===== config.mk =====
export PLATFORM = sky130hd
export DESIGN_NAME = imem_loader_flat
export DESIGN_NICKNAME = d
export VERILOG_FILES = /design/src/rtl/imem_loader_pkg.sv /design/src/rtl/imem_loader_if.sv /design/src/rtl/imem_word_packer.sv /design/src/rtl/imem_loader.sv /design/src/flat_wrapper.sv
export SDC_FILE = /design/constraint.sdc
export NUM_CORES = 1
export LEC_CHECK = 0
export BUFFER_PORTS_ARGS = -buffer_cell sky130_fd_sc_hd__buf_2
export CORE_ASPECT_RATIO = 1.25
export CORE_MARGIN = 10
export CORE_UTILIZATION = 45
export DETAILED_ROUTE_END_ITERATION = 7
export GPL_TIMING_DRIVEN = 0
export HOLD_SLACK_MARGIN = 0.06
export PLACE_DENSITY_LB_ADDON = 0.05
export SLEW_MARGIN = 20
export SYNTH_ARGS = -nofsm -noshare
export SYNTH_HDL_FRONTEND = slang
export SYNTH_SLANG_ARGS = --single-unit

===== constraint.sdc =====
create_clock -name clk -period 4 [get_ports clk]
set_input_delay 0.6 -clock clk [delete_from_list [all_inputs] [get_ports clk]]
set_output_delay 0.6 -clock clk [all_outputs]
set_load 0.02 [all_outputs]

===== src/rtl/imem_loader_pkg.sv =====
// Shared types and constants for the instruction-memory loader.
// The CSUM state exists only when IMEM_LOADER_CHECKSUM_EN is defined.
// No logic here; header length and word width are fixed constants.
package imem_loader_pkg;

   typedef enum logic [2:0] {
      ST_IDLE,
      ST_HDR0,
      ST_HDR1,
      ST_LOAD,
`ifdef IMEM_LOADER_CHECKSUM_EN
      ST_CSUM,
`endif
      ST_DONE,
      ST_ERR
   } state_t;

   localparam int HDR_BYTES      = 2;
   localparam int HDR_W          = HDR_BYTES * 8;
   localparam int BYTES_PER_WORD = 4;

   // A usable program has at least one word and fits the memory.
   function automatic logic hdr_ok(input logic [HDR_W-1:0] n, input int max_words);
      return (n != '0) && ({{(32-HDR_W){1'b0}}, n} <= 32'(max_words));
   endfunction

endpackage


===== src/rtl/imem_loader_if.sv =====
// Byte-stream input and instruction-memory write port of the loader.
// Zero latency (wires only); byte_valid/byte_ready carries the backpressure.
// slave = loader side, master = byte source / memory side.
interface imem_loader_if #(
   parameter int ADDR_W = 12
);
   logic              byte_valid;
   logic              byte_ready;
   logic [7:0]        byte_data;
   logic              wr_en;
   logic [ADDR_W-1:0] wr_addr;
   logic [31:0]       wr_data;

   modport master (
      output byte_valid, byte_data,
      input  byte_ready, wr_en, wr_addr, wr_data
   );

   modport slave (
      input  byte_valid, byte_data,
      output byte_ready, wr_en, wr_addr, wr_data
   );
endinterface


===== src/rtl/imem_word_packer.sv =====
// Packs bytes MSB-first into 32-bit words with a one-cycle word-complete pulse.
// Latency: word_vld/word_dat registered one cycle after the 4th byte.
// No backpressure: every byte_vld is consumed; word_dat holds until the next word.
module imem_word_packer
   import imem_loader_pkg::*;
(
   input  logic        clk,
   input  logic        rst_n,
   input  logic        clr,
   input  logic        byte_vld,
   input  logic [7:0]  byte_dat,
   output logic        word_last,
   output logic        word_vld,
   output logic [31:0] word_dat
);

   localparam int CNT_W = $clog2(BYTES_PER_WORD);
   localparam int ACC_W = (BYTES_PER_WORD - 1) * 8;

   logic [CNT_W-1:0] cnt_q, cnt_d;
   logic [ACC_W-1:0] acc_q, acc_d;
   logic [31:0]      word_q, word_d;
   logic             vld_q, vld_d;

   assign word_last = (cnt_q == CNT_W'(BYTES_PER_WORD - 1));
   assign word_vld  = vld_q;
   assign word_dat  = word_q;

   always_comb begin
      cnt_d  = cnt_q;
      acc_d  = acc_q;
      word_d = word_q;
      vld_d  = 1'b0;
      if (clr) begin
         cnt_d = '0;
         acc_d = '0;
      end else if (byte_vld) begin
         acc_d = {acc_q[ACC_W-9:0], byte_dat};
         cnt_d = cnt_q + CNT_W'(1);
         // Separate output register so the next word can start filling during wr_en.
         if (word_last) begin
            word_d = {acc_q, byte_dat};
            vld_d  = 1'b1;
            cnt_d  = '0;
         end
      end
   end

   always_ff @(posedge clk or negedge rst_n) begin
      if (!rst_n) begin
         cnt_q  <= '0;
         acc_q  <= '0;
         word_q <= '0;
         vld_q  <= 1'b0;
      end else begin
         cnt_q  <= cnt_d;
         acc_q  <= acc_d;
         word_q <= word_d;
         vld_q  <= vld_d;
      end
   end

endmodule


===== src/rtl/imem_loader.sv =====
// Loads a length-prefixed byte stream into instruction memory; IMEM_LOADER_CHECKSUM_EN adds a trailing XOR byte.
// Latency: one memory write the cycle after each word's 4th byte; status registered.
// byte_ready high only while a header/data/checksum byte is expected; never stalls mid-load.
module imem_loader
   import imem_loader_pkg::*;
#(
   parameter int MAX_WORDS = 4096,
   parameter int ADDR_W    = 12
) (
   input  logic            clk,
   input  logic            rst_n,
   input  logic            start,
   imem_loader_if.slave    bus,
   output logic            cpu_hold,
   output logic            done,
   output logic            error,
   output logic [ADDR_W:0] word_count
);

   state_t            state_q, state_d;
   logic [HDR_W-1:0]  n_q, n_d;
   logic [ADDR_W:0]   wc_q, wc_d;
   logic [ADDR_W-1:0] addr_q, addr_d;
   logic              rdy_q, rdy_d;
   logic              hold_q, hold_d;
   logic              done_q, done_d;
   logic              err_q, err_d;
`ifdef IMEM_LOADER_CHECKSUM_EN
   logic [7:0]        csum_q, csum_d;
`endif

   logic              xfer, restart, pk_last, pk_vld;
   logic [31:0]       pk_dat;
   logic [HDR_W-1:0]  wc_inc;

   assign xfer    = bus.byte_valid & rdy_q;
   assign restart = start & ((state_q == ST_IDLE) || (state_q == ST_DONE) || (state_q == ST_ERR));
   assign wc_inc  = HDR_W'(wc_q) + HDR_W'(1);

   imem_word_packer u_packer (
      .clk       (clk),
      .rst_n     (rst_n),
      .clr       (restart),
      .byte_vld  (xfer && (state_q == ST_LOAD)),
      .byte_dat  (bus.byte_data),
      .word_last (pk_last),
      .word_vld  (pk_vld),
      .word_dat  (pk_dat)
   );

   always_comb begin
      state_d = state_q;
      n_d     = n_q;
      wc_d    = wc_q;
      addr_d  = addr_q;
`ifdef IMEM_LOADER_CHECKSUM_EN
      csum_d  = csum_q;
`endif
      if (restart) begin
         state_d = ST_HDR0;
         wc_d    = '0;
`ifdef IMEM_LOADER_CHECKSUM_EN
         csum_d  = '0;
`endif
      end else if (xfer) begin
         case (state_q)
            ST_HDR0: begin
               n_d     = {bus.byte_data, n_q[7:0]};
               state_d = ST_HDR1;
            end
            ST_HDR1: begin
               n_d     = {n_q[HDR_W-1:8], bus.byte_data};
               state_d = hdr_ok(n_d, MAX_WORDS) ? ST_LOAD : ST_ERR;
            end
            ST_LOAD: begin
`ifdef IMEM_LOADER_CHECKSUM_EN
               csum_d = csum_q ^ bus.byte_data;
`endif
               // Count and address advance with the byte that completes a word.
               if (pk_last) begin
                  addr_d = wc_q[ADDR_W-1:0];
                  wc_d   = wc_q + (ADDR_W+1)'(1);
                  if (wc_inc == n_q) begin
`ifdef IMEM_LOADER_CHECKSUM_EN
                     state_d = ST_CSUM;
`else
                     state_d = ST_DONE;
`endif
                  end
               end
            end
`ifdef IMEM_LOADER_CHECKSUM_EN
            ST_CSUM: state_d = (bus.byte_data == csum_q) ? ST_DONE : ST_ERR;
`endif
            default: state_d = state_q;
         endcase
      end

      rdy_d  = !((state_d == ST_IDLE) || (state_d == ST_DONE) || (state_d == ST_ERR));
      done_d = (state_d == ST_DONE);
      err_d  = (state_d == ST_ERR);
      hold_d = (state_d != ST_DONE);
   end

   always_ff @(posedge clk or negedge rst_n) begin
      if (!rst_n) begin
         state_q <= ST_IDLE;
         n_q     <= '0;
         wc_q    <= '0;
         addr_q  <= '0;
         rdy_q   <= 1'b0;
         hold_q  <= 1'b1;
         done_q  <= 1'b0;
         err_q   <= 1'b0;
`ifdef IMEM_LOADER_CHECKSUM_EN
         csum_q  <= '0;
`endif
      end else begin
         state_q <= state_d;
         n_q     <= n_d;
         wc_q    <= wc_d;
         addr_q  <= addr_d;
         rdy_q   <= rdy_d;
         hold_q  <= hold_d;
         done_q  <= done_d;
         err_q   <= err_d;
`ifdef IMEM_LOADER_CHECKSUM_EN
         csum_q  <= csum_d;
`endif
      end
   end

   assign bus.byte_ready = rdy_q;
   assign bus.wr_en      = pk_vld;
   assign bus.wr_addr    = addr_q;
   assign bus.wr_data    = pk_dat;
   assign cpu_hold       = hold_q;
   assign done           = done_q;
   assign error          = err_q;
   assign word_count     = wc_q;

endmodule


===== src/flat_wrapper.sv =====
// flat-port wrapper written by rule: the top's interface ports become plain ports
module imem_loader_flat import imem_loader_pkg::*;
#(
   parameter int MAX_WORDS = 4096,
   parameter int ADDR_W    = 12
)
  (clk, rst_n, start, cpu_hold, done, error, word_count, bus_byte_valid, bus_byte_data, bus_byte_ready, bus_wr_en, bus_wr_addr, bus_wr_data);
  imem_loader_if #(.ADDR_W(ADDR_W)) bus_i ();
  input  logic clk;
  input  logic rst_n;
  input  logic start;
  output logic cpu_hold;
  output logic done;
  output logic error;
  output logic [ADDR_W:0] word_count;
  input wire logic [$bits(bus_i.byte_valid)-1:0] bus_byte_valid;
  input wire logic [$bits(bus_i.byte_data)-1:0] bus_byte_data;
  output wire logic [$bits(bus_i.byte_ready)-1:0] bus_byte_ready;
  output wire logic [$bits(bus_i.wr_en)-1:0] bus_wr_en;
  output wire logic [$bits(bus_i.wr_addr)-1:0] bus_wr_addr;
  output wire logic [$bits(bus_i.wr_data)-1:0] bus_wr_data;
  assign bus_i.byte_valid = bus_byte_valid;
  assign bus_i.byte_data = bus_byte_data;
  assign bus_byte_ready = bus_i.byte_ready;
  assign bus_wr_en = bus_i.wr_en;
  assign bus_wr_addr = bus_i.wr_addr;
  assign bus_wr_data = bus_i.wr_data;
  imem_loader #(.MAX_WORDS(MAX_WORDS), .ADDR_W(ADDR_W)) u_core (.clk(clk), .rst_n(rst_n), .start(start), .bus(bus_i), .cpu_hold(cpu_hold), .done(done), .error(error), .word_count(word_count));
endmodule

## Yosys cells after proc, flatten, opt, wreduce, memory -nomap -nowiden

Index checks and enable logic that the tools add are counted.

| operators by class | value |
|---|---|
| add/subtract/negate cells | 3 |
| magnitude comparators | 1 |
| equal/unequal tests | 10 |
| mux-type cells | 19 |
| bitwise operators | 5 |
| reduce and logical (&&, ||, !) cells | 19 |

Operators by type and width:

| operator | count |
|---|---|
| $mux W13 | 4 |
| $mux W24 | 2 |
| $pmux W16 S2 | 1 |
| $eq A16 B16 Y1 | 1 |
| $le A16 B13 Y1 const B | 1 |
| $reduce_bool A16 Y1 | 1 |
| $mux W3 | 5 |
| $add A13 B1 Y14 const B | 1 |
| $add A13 B1 Y13 const B | 1 |
| $eq A3 B3 Y1 const B | 4 |
| $reduce_and A4 Y1 | 3 |
| $pmux W3 S3 | 1 |
| $reduce_bool A2 Y1 | 4 |
| $eq A3 B2 Y1 const B | 2 |
| $logic_not A3 Y1 | 2 |
| $mux W2 | 3 |
| $reduce_and A3 Y1 | 2 |
| $logic_or A1 B1 Y1 | 4 |
| $eq A3 B1 Y1 const B | 1 |
| $mux W1 | 3 |
| $ne A3 B3 Y1 const B | 1 |
| $not A1 Y1 | 3 |
| $add A2 B1 Y2 const B | 1 |
| $and A1 B1 Y1 | 2 |
| other kinds (3) | 4 |

| word-level totals | value |
|---|---|
| flip-flop bits (word level) | 107 |

## Depth between registers and ports, before layout

Gate-level depths: netlist of run 1.

| depth | value |
|---|---|
| word-level depth | 11 |
| mapped depth | 11 |
| mapped depth without buffers | 10 |

## Cells and area by module

From an unflattened synthesis of run 1, not the netlist that was laid out.

| second synthesis, totals | value |
|---|---|
| cells, all modules | 436 |
| area, all modules | 4931.0 um^2 |

By module, submodules not included:

| module | times used | cells each | area each (um^2) | sequential area each (um^2) |
|---|---|---|---|---|
| imem_loader | 1 | 281 | 2517.4 | 1202.4 |
| imem_word_packer | 1 | 155 | 2413.6 | 1476.4 |

## Least setup slack after synthesis of run 1

Ideal clock, no wire load.

| timing path | value |
|---|---|
| path kind | register to register |
| start point | register u_core.wc_q[0], in the netlist u_core.word_count[0] |
| end point | register u_core.hold_q, in the netlist u_core.cpu_hold |
| setup time | 88 ps |
| arrival | 2673 ps |
| data required time | 3912 ps |
| slack | 1239 ps |
| cell stages (with the launch flop) | 11 |
| path buffers | 0 |
| path through | dfrtp_1 ha_1 nand3_4 nor2_4 nand4_1 a221o_1 nor4b_4 nand3_2 a31oi_4 inv_2 or3_1 |

| between the ends | value |
|---|---|
| word-level cells in the longest chain between the ends | 8 |

Ends and longest elaborated chain:

| what | RTL line | text |
|---|---|---|
| start: declaration | imem_loader.sv:22 | `logic [ADDR_W:0] wc_q, wc_d;` |
| start signal: assignment | imem_loader.sv:121 | `wc_q <= wc_d;` |
| $add A13 B1 Y14 | imem_loader.sv:38 | `assign wc_inc = HDR_W'(wc_q) + HDR_W'(1);` |
| $eq A16 B16 Y1 | imem_loader.sv:83 | `if (wc_inc == n_q) begin` |
| $mux W3 | imem_loader.sv:83 |  |
| $mux W3 | imem_loader.sv:80 | `if (pk_last) begin` |
| $pmux W3 S3 | imem_loader.sv:66 | `case (state_q)` |
| $mux W3 | imem_loader.sv:65 | `end else if (xfer) begin` |
| $mux W3 | imem_loader.sv:59 | `if (restart) begin` |
| via u_core.state_d[0] | imem_loader.sv:20 | `state_t state_q, state_d;` |
| $ne A3 B3 Y1 | imem_loader.sv:102 | `hold_d = (state_d != ST_DONE);` |
| via u_core.hold_d | imem_loader.sv:25 | `logic hold_q, hold_d;` |
| end signal: assignment | imem_loader.sv:124 | `hold_q <= hold_d;` |
| end: declaration | imem_loader.sv:25 |  |

The timed path passes the listed nets, and every way through them passes these cells.
A chain may end at the register's enable or synchronous reset.

## Final worst setup path of run 1

Same ends and word-level chain as after synthesis.

==> results of run 1 <==
[power groups by stage]
stage               registers [mW]  clock network (mW)  logic, mW
CTS                           1.73               0.867       1.24
floorplan                     1.89                   0      0.632
global placement              1.73                   0       1.21
global route                  1.78               0.900       1.39
finish                        1.73               0.844       1.22
detailed placement            1.75                   0       1.24
[state kept, by name, indices dropped and copies added (netlist names)]
signal / flops
u_core.cpu_hold: 1
u_core.u_packer.word_vld: 1
u_core.error: 1
u_core.u_packer.acc_q: 24
u_core.n_q: 16
u_core.state_q: 3
u_core.u_packer.cnt_q: 2
u_core.done: 1
u_core.bus.wr_addr: 12
u_core.bus.byte_ready: 1
u_core.word_count: 13
u_core.u_packer.word_dat: 32
[cell families after synthesis]
group | after synthesis
buffers and inverters | 37
DFF | 107
xor gates and xnor gates | 17
AOI/OAI and AO/OA | 82
adders and majority gates | 3
and+or+nand+nor | 290
muxes | 7
[path summary, 6_finish.rpt]
kind | start | endpoint
setup / recovery | u_core.word_count[0] | u_core.cpu_hold
hold / removal | rst_n | u_core.u_packer.word_dat[28]
setup reg to reg | u_core.word_count[0] | u_core.cpu_hold
hold reg to reg | u_core.bus.wr_addr[2] | u_core.bus.wr_addr[2]
max in group asynchronous | rst_n | u_core.cpu_hold
min in group clk | u_core.bus.wr_addr[2] | u_core.bus.wr_addr[2]
[cell usage after synthesis, types with 3 or more instances]
| cell type | instances | area, µm² |
|---|---|---|
| sky130_fd_sc_hd__a21oi_1 | 6 | 30.0 |
| sky130_fd_sc_hd__and2_1 | 6 | 37.5 |
| sky130_fd_sc_hd__and4_1 | 4 | 35.0 |
| sky130_fd_sc_hd__buf_1 | 3 | 11.3 |
| sky130_fd_sc_hd__buf_2 | 3 | 15.0 |
| sky130_fd_sc_hd__buf_4 | 3 | 22.5 |
| sky130_fd_sc_hd__clkbuf_1 | 22 | 82.6 |
| sky130_fd_sc_hd__dfrtp_1 | 106 | 2650 |
| sky130_fd_sc_hd__inv_1 | 3 | 11.3 |
| sky130_fd_sc_hd__mux2_2 | 7 | 78.8 |
| sky130_fd_sc_hd__nand2_1 | 215 | 807 |
| sky130_fd_sc_hd__nand2b_1 | 7 | 43.8 |
| sky130_fd_sc_hd__nand3_1 | 7 | 35.0 |
| sky130_fd_sc_hd__nor2_1 | 11 | 41.3 |
| sky130_fd_sc_hd__nor2b_1 | 9 | 56.3 |
| sky130_fd_sc_hd__nor3_1 | 4 | 20.0 |
| sky130_fd_sc_hd__nor4_1 | 6 | 37.5 |
| sky130_fd_sc_hd__o21ai_0 | 57 | 285 |
| sky130_fd_sc_hd__o31ai_1 | 4 | 30.0 |
| sky130_fd_sc_hd__or3_1 | 3 | 18.8 |
| sky130_fd_sc_hd__xnor2_1 | 8 | 70.1 |
| sky130_fd_sc_hd__xor2_1 | 9 | 78.8 |
[layout make-up]
| cell class | count | share of cell area [%] |
|---|---|---|
| inverters | 5 | 0.327 |
| flip-flops and latches | 107 | 46.6 |
| clock buffers | 14 | 4.59 |
| well taps | 132 | 2.87 |
| plain buffers | 32 | 2.48 |
| clock inverters | 2 | 0.305 |
| repair buffers | 74 | 6.94 |
| multi-input cells | 399 | 35.9 |
[worst max-delay path: cells and delay by family, from the launching register on]
| kind | cells | cell delay [ns] |
|---|---|---|
| AND/OR/NAND/NOR | 5 | 1.18 |
| adder cells (fa/ha/maj) | 1 | 0.35 |
| AO/OA/AOI/OAI | 3 | 0.92 |
| flip-flops | 1 | 0.49 |
| buffers and inverters | 1 | 0.06 |
[per-stage QoR]
step / power, mW / hold WS, ns / std cells / instance area (µm²) / setup slack, ns
6_report: 3.79 / 0.108 / 765 / 5750 / 0.918
4_1_cts: 3.84 / 0.119 / 765 / 5750 / 0.885
5_1_grt: 4.07 / 0.119 / 765 / 5750 / 0.680
2_1_floorplan: 2.52 / 0.304 / 543 / 4900 / 1.24
3_5_place_dp: 2.99 / 0.458 / 749 / 5470 / 0.798
3_3_place_gp: 2.94 / 0.453 / 748 / 5430 / 0.832
[per-layer routing]
metal  wire length [µm]  global-route usage [%]
met3                761                    4.07
met4                131                    6.21
met1               5880                    22.4
met2               5370                    23.3
met5                  0                       0
[cell usage in the layout, fill, tap and decap left out, types with 3 or more instances in the layout]
cell                        instances
sky130_fd_sc_hd__clkbuf_16          9
sky130_fd_sc_hd__buf_2             75
sky130_fd_sc_hd__nor3_1             4
sky130_fd_sc_hd__or3_1              3
sky130_fd_sc_hd__nand2_1          215
sky130_fd_sc_hd__nor2b_1            9
sky130_fd_sc_hd__nor4_1             6
sky130_fd_sc_hd__inv_1              3
sky130_fd_sc_hd__a21oi_1            6
sky130_fd_sc_hd__o31ai_1            4
sky130_fd_sc_hd__xnor2_1            8
sky130_fd_sc_hd__mux2_2             7
sky130_fd_sc_hd__and2_1             6
sky130_fd_sc_hd__buf_1              3
sky130_fd_sc_hd__buf_4              3
sky130_fd_sc_hd__and4_1             4
sky130_fd_sc_hd__xor2_1             9
sky130_fd_sc_hd__nand3_1            7
sky130_fd_sc_hd__o21ai_0           57
sky130_fd_sc_hd__nand2b_1           7
sky130_fd_sc_hd__nor2_1            11
sky130_fd_sc_hd__clkbuf_1          25
sky130_fd_sc_hd__dfrtp_1          106
==> results.cfg, run 1 <==
[run_status]
run_status = finished clean

[worst_setup_path]
ff2ff_setup_slack_ns = 0.92
worstSetupEndpointType = register
slowest_stage = sky130_fd_sc_hd__dfrtp_1
critPathArrivalTime_ns = 3.35
critPathRequiredTime_ns = 4.27
crit_path_cell_trace = ha_1, nand3_4, nor4_1, a2111oi_0, o21ai_1, nor4b_4, nand3_2, a31oi_4, inv_2, or3_1
timing.critical_path.slowest_cell_delay_ns = 0.49
worst_path_fanout_max = 9
worst_r2r_path_depth = 10
launching_element_type_of_the_critical_path = register
critPathKind = register to register

[synthesis]
fraction_of_the_mapped_netlist_area_in_simple_logic_gates_pct = 26.9
syn_area_um2 = 4900
synth_top_flop_cell = sky130_fd_sc_hd__dfrtp_1
synth_top_family_by_area = simple AND/OR/NAND/NOR gates
synth-compound-area-share_pct = 9.83
async_flop_share_pct = 100
yosysSeqAreaShare_pct = 54.6
synthesized_area_divided_by_synthesized_cell_count_um2 = 9.03
post_synth_xor_area_fraction_pct = 3.04
yosys_register_bits = 107
post_synth_inst_count = 543
synthAdderAreaFrac_pct = 0.715
ys_types = 54
synth.mux.area_fraction_pct = 1.61
post_synth_edffs = 0
synth_fp_nets = 557
yosys_warnings = 0

[pwr]
power.combinational.fraction_pct = 32.2
total_switching_power_mw = 1.44
share_seq_of_total_power_pct = 45.6
cellInternalPower_mw = 2.36
clkPwrFrac_pct = 22.2
maximum_vdd_drop_mv = 0.281
switching_share_pct = 37.8
power.density_nw_per_um2 = 660
total_leakage_power_nw = 2.92

[clock_tree]
cts_htree_levels = 3
count_of_hold_fix_buffers_inserted_at_cts = 0
cts-buffers-inserted = 9
cts_num_sinks = 107
cts.root.buffer_cell = sky130_fd_sc_hd__clkbuf_16
cts_post_setup_buffers_inserted = 0
cts_resized = 0
clock_input_transition_at_the_sequential_cells_of_the_worst_setup_and_hold_paths_ns = 0.07
tritoncts = yes
clock_path_buffers = 2
clk_latency_ns = 0.35

[timing]
clock.fmax_ghz = 0.324
rsz0062_at_grt = false
worst_slew_margin_rel_pct = 62.0
maxSlewViolCount = 0
finalSetupTns_ns = 0
clock-skew-final_ns = 0.00870
period_needed_ns = 3.08
worst_pin_slew_ns = 0.569
final-hold-violation-count = 0
final_min_period_over_clock_period_pct = 77.1
setup_viol_count_final = 0

[floorplanning]
top_level_ports = 74
core_region_area_um2 = 10600
die_w_um = 113
die_area_um2 = 15500
rows = 42
start_util_pct = 46.2
floorplan.die.height_um = 137

[placed_design]
gp_congestion = 0.856
place.detailed.hpwl_um = 8780
number_of_input_and_output_port_buffers_inserted = 73

[drt]
route.detailed.wl_per_inst_um = 15.9
totalWireLength_um = 12100
drc_errors = 0
ant_nets = 0
vias = 3975
routed_via_density = 5.20
first_pass_iters = 4
drt_iter0_markers = 206

[layout]
n_fill_cell = 1023
area_delta_synth_final_pct = 17.3
finalNetCount = 642
ff_latch_area_um2 = 2680
insertedDiodeCount = 0
layout.core_utilization_pct = 54.1
final_layout_size_suffix_gt1_share_pct = 18.2
multiInputGateArea_um2 = 2060

[grt]
first_global_vias = 3891
grt_antenna_before_repair = 0
grt_pass1_wl_um = 20400
global_route.usage.total_pct = 16.0
total_congestion_overflow = 0
maximum_number_of_pins_on_one_net_before_global_route_repair = 80

[worst_hold_path]
min-delay-path-class = input port to async pin

[flow_run]
maxcap_violations = 0
Note: power is estimated with default switching activity, not from simulation.
==> inputs of run 2 (changes only) <==
Settings changed: ABC_AREA set to 1.
Clock period 4 ns to 2.85 ns, I/O delays scaled along.
==> results.cfg, run 2 <==
[run_status]
run_status = finished clean

[synthesis]
post_synth_edffs = 0
synth_fp_nets = 521
synthDominantCellAreaShare_pct = 57.4
synth_top_flop_cell = sky130_fd_sc_hd__dfrtp_1
post_synth_inst_count = 507
async_flop_share_pct = 100
ys_types = 31
synthesized_area_divided_by_synthesized_cell_count_um2 = 9.12
synth_area_leader_cell = sky130_fd_sc_hd__dfrtp_1
leading_cell_type_by_number_of_instances_after_synthesis = sky130_fd_sc_hd__nand2_1
synth_top_cells_by_count = 132 x sky130_fd_sc_hd__nand2_1, 106 x sky130_fd_sc_hd__dfrtp_1, 63 x sky130_fd_sc_hd__inv_1
syn_area_um2 = 4620
top_area_cells_in_the_synthesized_netlist = sky130_fd_sc_hd__dfrtp_1 57%, sky130_fd_sc_hd__nand2_1 11%, sky130_fd_sc_hd__o21ai_0 5.7%
yosys_warnings = 0
yosysSeqAreaShare_pct = 57.9
yosys_register_bits = 107

[worst_setup_path]
launching_element_type_of_the_critical_path = register
worst_path_dominant_cell_family = simple AND/OR/NAND/NOR gates
slowest_stage = sky130_fd_sc_hd__dfrtp_1
critPathArrivalTime_ns = 2.46
worst_path_fanout_max = 5
timing.critical_path.slowest_cell_delay_ns = 0.45
worstSetupEndpointType = register
critPathKind = register to register
crit_path_cell_trace = ha_1, nand3_1, nor2_2, nand2_1, nand3b_1, nand2_1, nor2_1, nand2_1, nor2_2, nand2_1, nand2_2, nand3_2, nand2_2, nand3_2, nand2_1, inv_1
worstPathBufferInverterCount = 1
crit_top_cell = sky130_fd_sc_hd__nand2_1
critPathRequiredTime_ns = 3.09

[pwr]
power.density_nw_per_um2 = 538
total_leakage_power_nw = 3.01
maximum_vdd_drop_mv = 0.315

[timing]
maxSlewViolCount = 0
setup_viol_count_final = 0
rsz0062_at_grt = false
final-hold-violation-count = 0
final_min_period_over_clock_period_pct = 77.6
period_needed_ns = 2.21
postLayoutSetupSlackWorst_ns = 0.638
finalSetupTns_ns = 0
clock.fmax_ghz = 0.452
clock-skew-final_ns = 0.00685
worst_slew_margin_rel_pct = 52.7
worst_pin_slew_ns = 0.709

[layout]
largest_reg_flops = 32
area_delta_synth_final_pct = 19.7
insertedDiodeCount = 0
layout.core_utilization_pct = 55.0
layout.cells.most_common = sky130_fd_sc_hd__nand2_1
multiInputGateArea_um2 = 1610
mostFrequentLayoutCells = 132 x sky130_fd_sc_hd__nand2_1, 106 x sky130_fd_sc_hd__dfrtp_1, 78 x sky130_fd_sc_hd__buf_2
n_fill_cell = 982
final_layout_size_suffix_gt1_share_pct = 19.6
finalNetCount = 607
ff_latch_area_um2 = 2680

[floorplanning]
top_level_ports = 74
rows = 41
floorplan.die.height_um = 133
start_util_pct = 46.0
die_area_um2 = 14800
core_region_area_um2 = 10100
die_w_um = 111

[clock_tree]
clk_latency_ns = 0.35
cts_htree_levels = 3
cts_post_setup_buffers_inserted = 0
clock_path_buffers = 2
tritoncts = yes
clock_input_transition_at_the_sequential_cells_of_the_worst_setup_and_hold_paths_ns = 0.07
cts_num_sinks = 107
cts.root.buffer_cell = sky130_fd_sc_hd__clkbuf_16
cts-buffers-inserted = 9

[grt]
grt_antenna_before_repair = 0
global_route.usage.total_pct = 16.6
maximum_number_of_pins_on_one_net_before_global_route_repair = 78
grt_pass1_wl_um = 20100
total_congestion_overflow = 0
first_global_vias = 3886

[placed_design]
preCtsSetupSlack_ns = 0.642
number_of_input_and_output_port_buffers_inserted = 73
gp_congestion = 0.831
place.detailed.hpwl_um = 8640

[drt]
route.detailed.wl_per_inst_um = 16.4
ant_nets = 0
first_pass_iters = 6
drc_errors = 0
vias = 3745
totalWireLength_um = 11900
routed_via_density = 5.15
drt_iter0_markers = 187

[flow_run]
maxcap_violations = 0

[worst_hold_path]
min-delay-path-class = input port to register
[run 2: changes by cell type after synthesis, moves of 9 or more]
cell	before	now
sky130_fd_sc_hd__nand3_1	7	25
sky130_fd_sc_hd__o22ai_1	1	33
sky130_fd_sc_hd__clkbuf_1	22	11
sky130_fd_sc_hd__nor2b_1	9	0
sky130_fd_sc_hd__nand2_1	215	132
sky130_fd_sc_hd__inv_1	3	63
[run 2: logic make-up after synthesis]
group           share of synthesized area [%]
buf+inv                                  7.31
xor+xnor                                 2.44
simple gates                             18.9
compound gates                           12.8
flops                                    57.9
fa+ha+maj                               0.541
[run 2: what timing repair did]
item	CTS	global route
gates resized for setup	0	0
endpoints found under the hold margin	30	0
hold buffers	1	0
setup endpoints to repair	0	0
[run 2: through the flow]
step                      power (mW)  instances  instance area [µm²]  hold slack [ns]
after floorplan                 1.56        507                 4620            0.132
after global placement          1.60        709                 5150            0.461
after detailed placement        1.61        710                 5180            0.330
after CTS                       3.00        727                 5530            0.455
after global routing            3.07        727                 5530            0.499
final                           2.98        727                 5530            0.479
[run 2: final timing paths]
check | from | to | slack, ns | cells after the start
setup / recovery | u_core.word_count[0] | u_core.bus.byte_ready | 0.64 | 16
hold / removal | bus_byte_data[3] | u_core.n_q[3] | 0.48 | 3
setup reg to reg | u_core.word_count[0] | u_core.bus.byte_ready | 0.64 | 16
hold reg to reg | u_core.bus.wr_addr[5] | u_core.bus.wr_addr[5] | 0.48 | 2
max in group asynchronous | rst_n | u_core.cpu_hold | 1.62 | 3
min in group asynchronous | rst_n | u_core.u_packer.word_dat[29] | 0.52 | 2
[run 2: worst min-delay path: cells and delay by family]
| kind | cells | cell delay (ns) |
|---|---|---|
| AO/OA/AOI/OAI | 1 | 0.18 |
| buffers and inverters | 2 | 0.18 |
[run 2: metal layers]
| metal | track usage (%) | share of wire [%] | vias up |
|---|---|---|---|
| met5 | 0 | 0 | - |
| met3 | 3.91 | 4.2 | 14 |
| li1 | - | - | 1829 |
| met2 | 27.0 | 48 | 87 |
| met1 | 21.2 | 47 | 1815 |
| met4 | 5.80 | 1.3 | 0 |
[run 2: power by group]
group          leakage, nW  switching [mW]  internal (mW)
registers             1.28               0           1.52
clock network        0.166           0.556          0.845
logic                 1.56          0.0465         0.0125
[run 2: area by class of cell]
cell class              instances  area share, %
flip-flops and latches        107           48.4
well taps                     129           2.92
clock buffers                  13           4.88
plain buffers                  19           1.56
multi-input cells             314           29.0
inverters                      67           4.55
repair buffers                 75           7.39
clock inverters                 3           1.24
==> inputs of run 3 (changes only) <==
Clock period 2.85 ns to 1.8 ns, I/O delays scaled along.
==> results.cfg, run 3 (synthesis gave the netlist of run 2 again) <==
[worst_setup_path]
worstPathBufferInverterCount = 1
critPathArrivalTime_ns = 2.32
critPathKind = register to register
critPathRequiredTime_ns = 2.05
worstSetupEndpointType = register
crit_top_cell = sky130_fd_sc_hd__nand2_1
slowest_stage = sky130_fd_sc_hd__dfrtp_2
worst_path_fanout_max = 5
timing.critical_path.slowest_cell_delay_ns = 0.43
crit_path_cell_trace = ha_4, nand2_4, nor2_4, nand3_1, nand3b_1, nand2_1, nor2_1, nand2_1, nor2_1, nand2_1, nand2_2, nand3_2, nand2_4, nand3_2, nand2_1, inv_1
r2r-start = u_core.word_count[0]
worst_path_dominant_cell_family = simple AND/OR/NAND/NOR gates
cp-startpoint = u_core.word_count[0]
launching_element_type_of_the_critical_path = register

[drt]
vias = 3740
route.detailed.wl_per_inst_um = 16.2
routed-wl-met2_um = 5790
drt-met1-wl_um = 5400
drt_iter0_markers = 170
drc_errors = 0
maxUsedRoutingLayer = met4
routed-wl-met3_um = 616
totalWireLength_um = 11900
routed_via_density = 5.08
ant_nets = 0
first_pass_iters = 4

[timing]
period_needed_ns = 2.07
final_min_period_over_clock_period_pct = 115
worst_pin_slew_ns = 0.600
worst_hold_slack_ns = 0.305
worst_slew_margin_rel_pct = 60.0
postLayoutSetupSlackWorst_ns = -0.273
maxSlewViolCount = 0
rsz0062_at_grt = true
clock-skew-final_ns = 0.00605
finalSetupTns_ns = -1.46
clock.fmax_ghz = 0.482
setup_viol_count_final = 7
final-hold-violation-count = 0

[clock_tree]
cts_num_sinks = 107
cts_htree_levels = 3
cts-buffers-inserted = 9
cts.root.buffer_cell = sky130_fd_sc_hd__clkbuf_16
tritoncts = yes
clock_path_buffers = 2
clock_input_transition_at_the_sequential_cells_of_the_worst_setup_and_hold_paths_ns = 0.07
clk_latency_ns = 0.35

[layout]
finalNetCount = 617
layout.cells.most_common = sky130_fd_sc_hd__nand2_1
insertedDiodeCount = 0
mostFrequentLayoutCells = 128 x sky130_fd_sc_hd__nand2_1, 101 x sky130_fd_sc_hd__dfrtp_1, 73 x sky130_fd_sc_hd__buf_2
multiInputGateArea_um2 = 1680
ff_latch_area_um2 = 2690
largest_reg_flops = 32
n_fill_cell = 987
area_delta_synth_final_pct = 22.7
final_layout_size_suffix_gt1_share_pct = 24.5

[placed_design]
number_of_input_and_output_port_buffers_inserted = 73
gp_congestion = 0.810
preCtsSetupSlack_ns = -0.305
place.detailed.hpwl_um = 8700

[pwr]
maximum_vdd_drop_mv = 0.562
total_leakage_power_nw = 3.07
power.density_nw_per_um2 = 777

[flow_run]
maxcap_violations = 0

[floorplanning]
floorplan.die.height_um = 133
core_region_area_um2 = 10100
die_area_um2 = 14800
start_util_pct = 46.0
top_level_ports = 74
rows = 41
die_w_um = 111

[run_status]
run_status = finished with violations
violations_in_the_final_reports = negative setup slack

[worst_hold_path]
hp-start = bus_byte_data[3]
min-delay-path-class = input port to register

[grt]
global_route.usage.total_pct = 16.5
grt_pass1_wl_um = 19900
total_congestion_overflow = 0
first_global_vias = 3823
maximum_number_of_pins_on_one_net_before_global_route_repair = 65
grt_antenna_before_repair = 0
## run 3: changes by cell type in the layout (fill, tap and decap cells not counted), sizes merged
cell / delta
clkinvlp: +3
bufinv: -2
clkbuf: +1
clkinv: -1
buf: +8
## run 3: repair_timing
item / in CTS / in global routing
pin swaps: 1 / 5
setup endpoints to repair: 82 / 76
hold buffers: 1 / 0
resized for setup: 13 / 29
endpoints found under the hold margin: 62 / 0
setup buffers: 7 / 3
## run 3: per-stage QoR
stage | instance area (µm²) | utilization (%) | std cells | power (mW)
floorplan | 4650 | - | 507 | 2.46
global placement | 5170 | 51.5 | 709 | 2.54
detailed placement | 5200 | 51.7 | 710 | 2.54
CTS | 5600 | 55.7 | 733 | 4.46
global route | 5670 | 56.4 | 736 | 4.56
finish | 5670 | 56.4 | 736 | 4.41
## run 3: worst reg2reg max path: cells and delay by family, from the launching register on
kind,cells,cell delay (ns)
buf+inv,1,0.04
simple gates,14,1.32
fa+ha+maj,1,0.19
flops,1,0.43
## run 3: where the power goes
group          internal, mW  switching (mW)
registers              2.40               0
logic                0.0180          0.0733
clock network          1.04           0.869
## run 3: layer usage
layer / track usage, % / vias to the layer above
met5: 0 / -
met4: 5.22 / 0
met3: 4.67 / 12
met2: 26.5 / 69
met1: 21.0 / 1812
li1: - / 1847
## run 3: cell type report
| type | instances | area share, % |
|---|---|---|
| multi-input cells | 314 | 29.7 |
| repair buffers | 85 | 8.41 |
| inverters | 67 | 4.48 |
| flip-flops and latches | 107 | 47.3 |
| clock buffers | 12 | 4.70 |
| clock inverters | 3 | 0.397 |
| plain buffers | 19 | 2.16 |
| well taps | 129 | 2.85 |
## run 3: path summary, 6_finish.rpt
check,endpoint,slack (ns),cells past startpoint
hold / removal,u_core.n_q[3],0.30,3
min in group asynchronous,u_core.u_packer.word_dat[29],0.48,2
hold reg to reg,u_core.bus.wr_addr[9],0.48,2
setup reg to reg,u_core.bus.byte_ready,-0.27,16
setup / recovery,u_core.bus.byte_ready,-0.27,16
max in group asynchronous,u_core.n_q[1],0.68,3
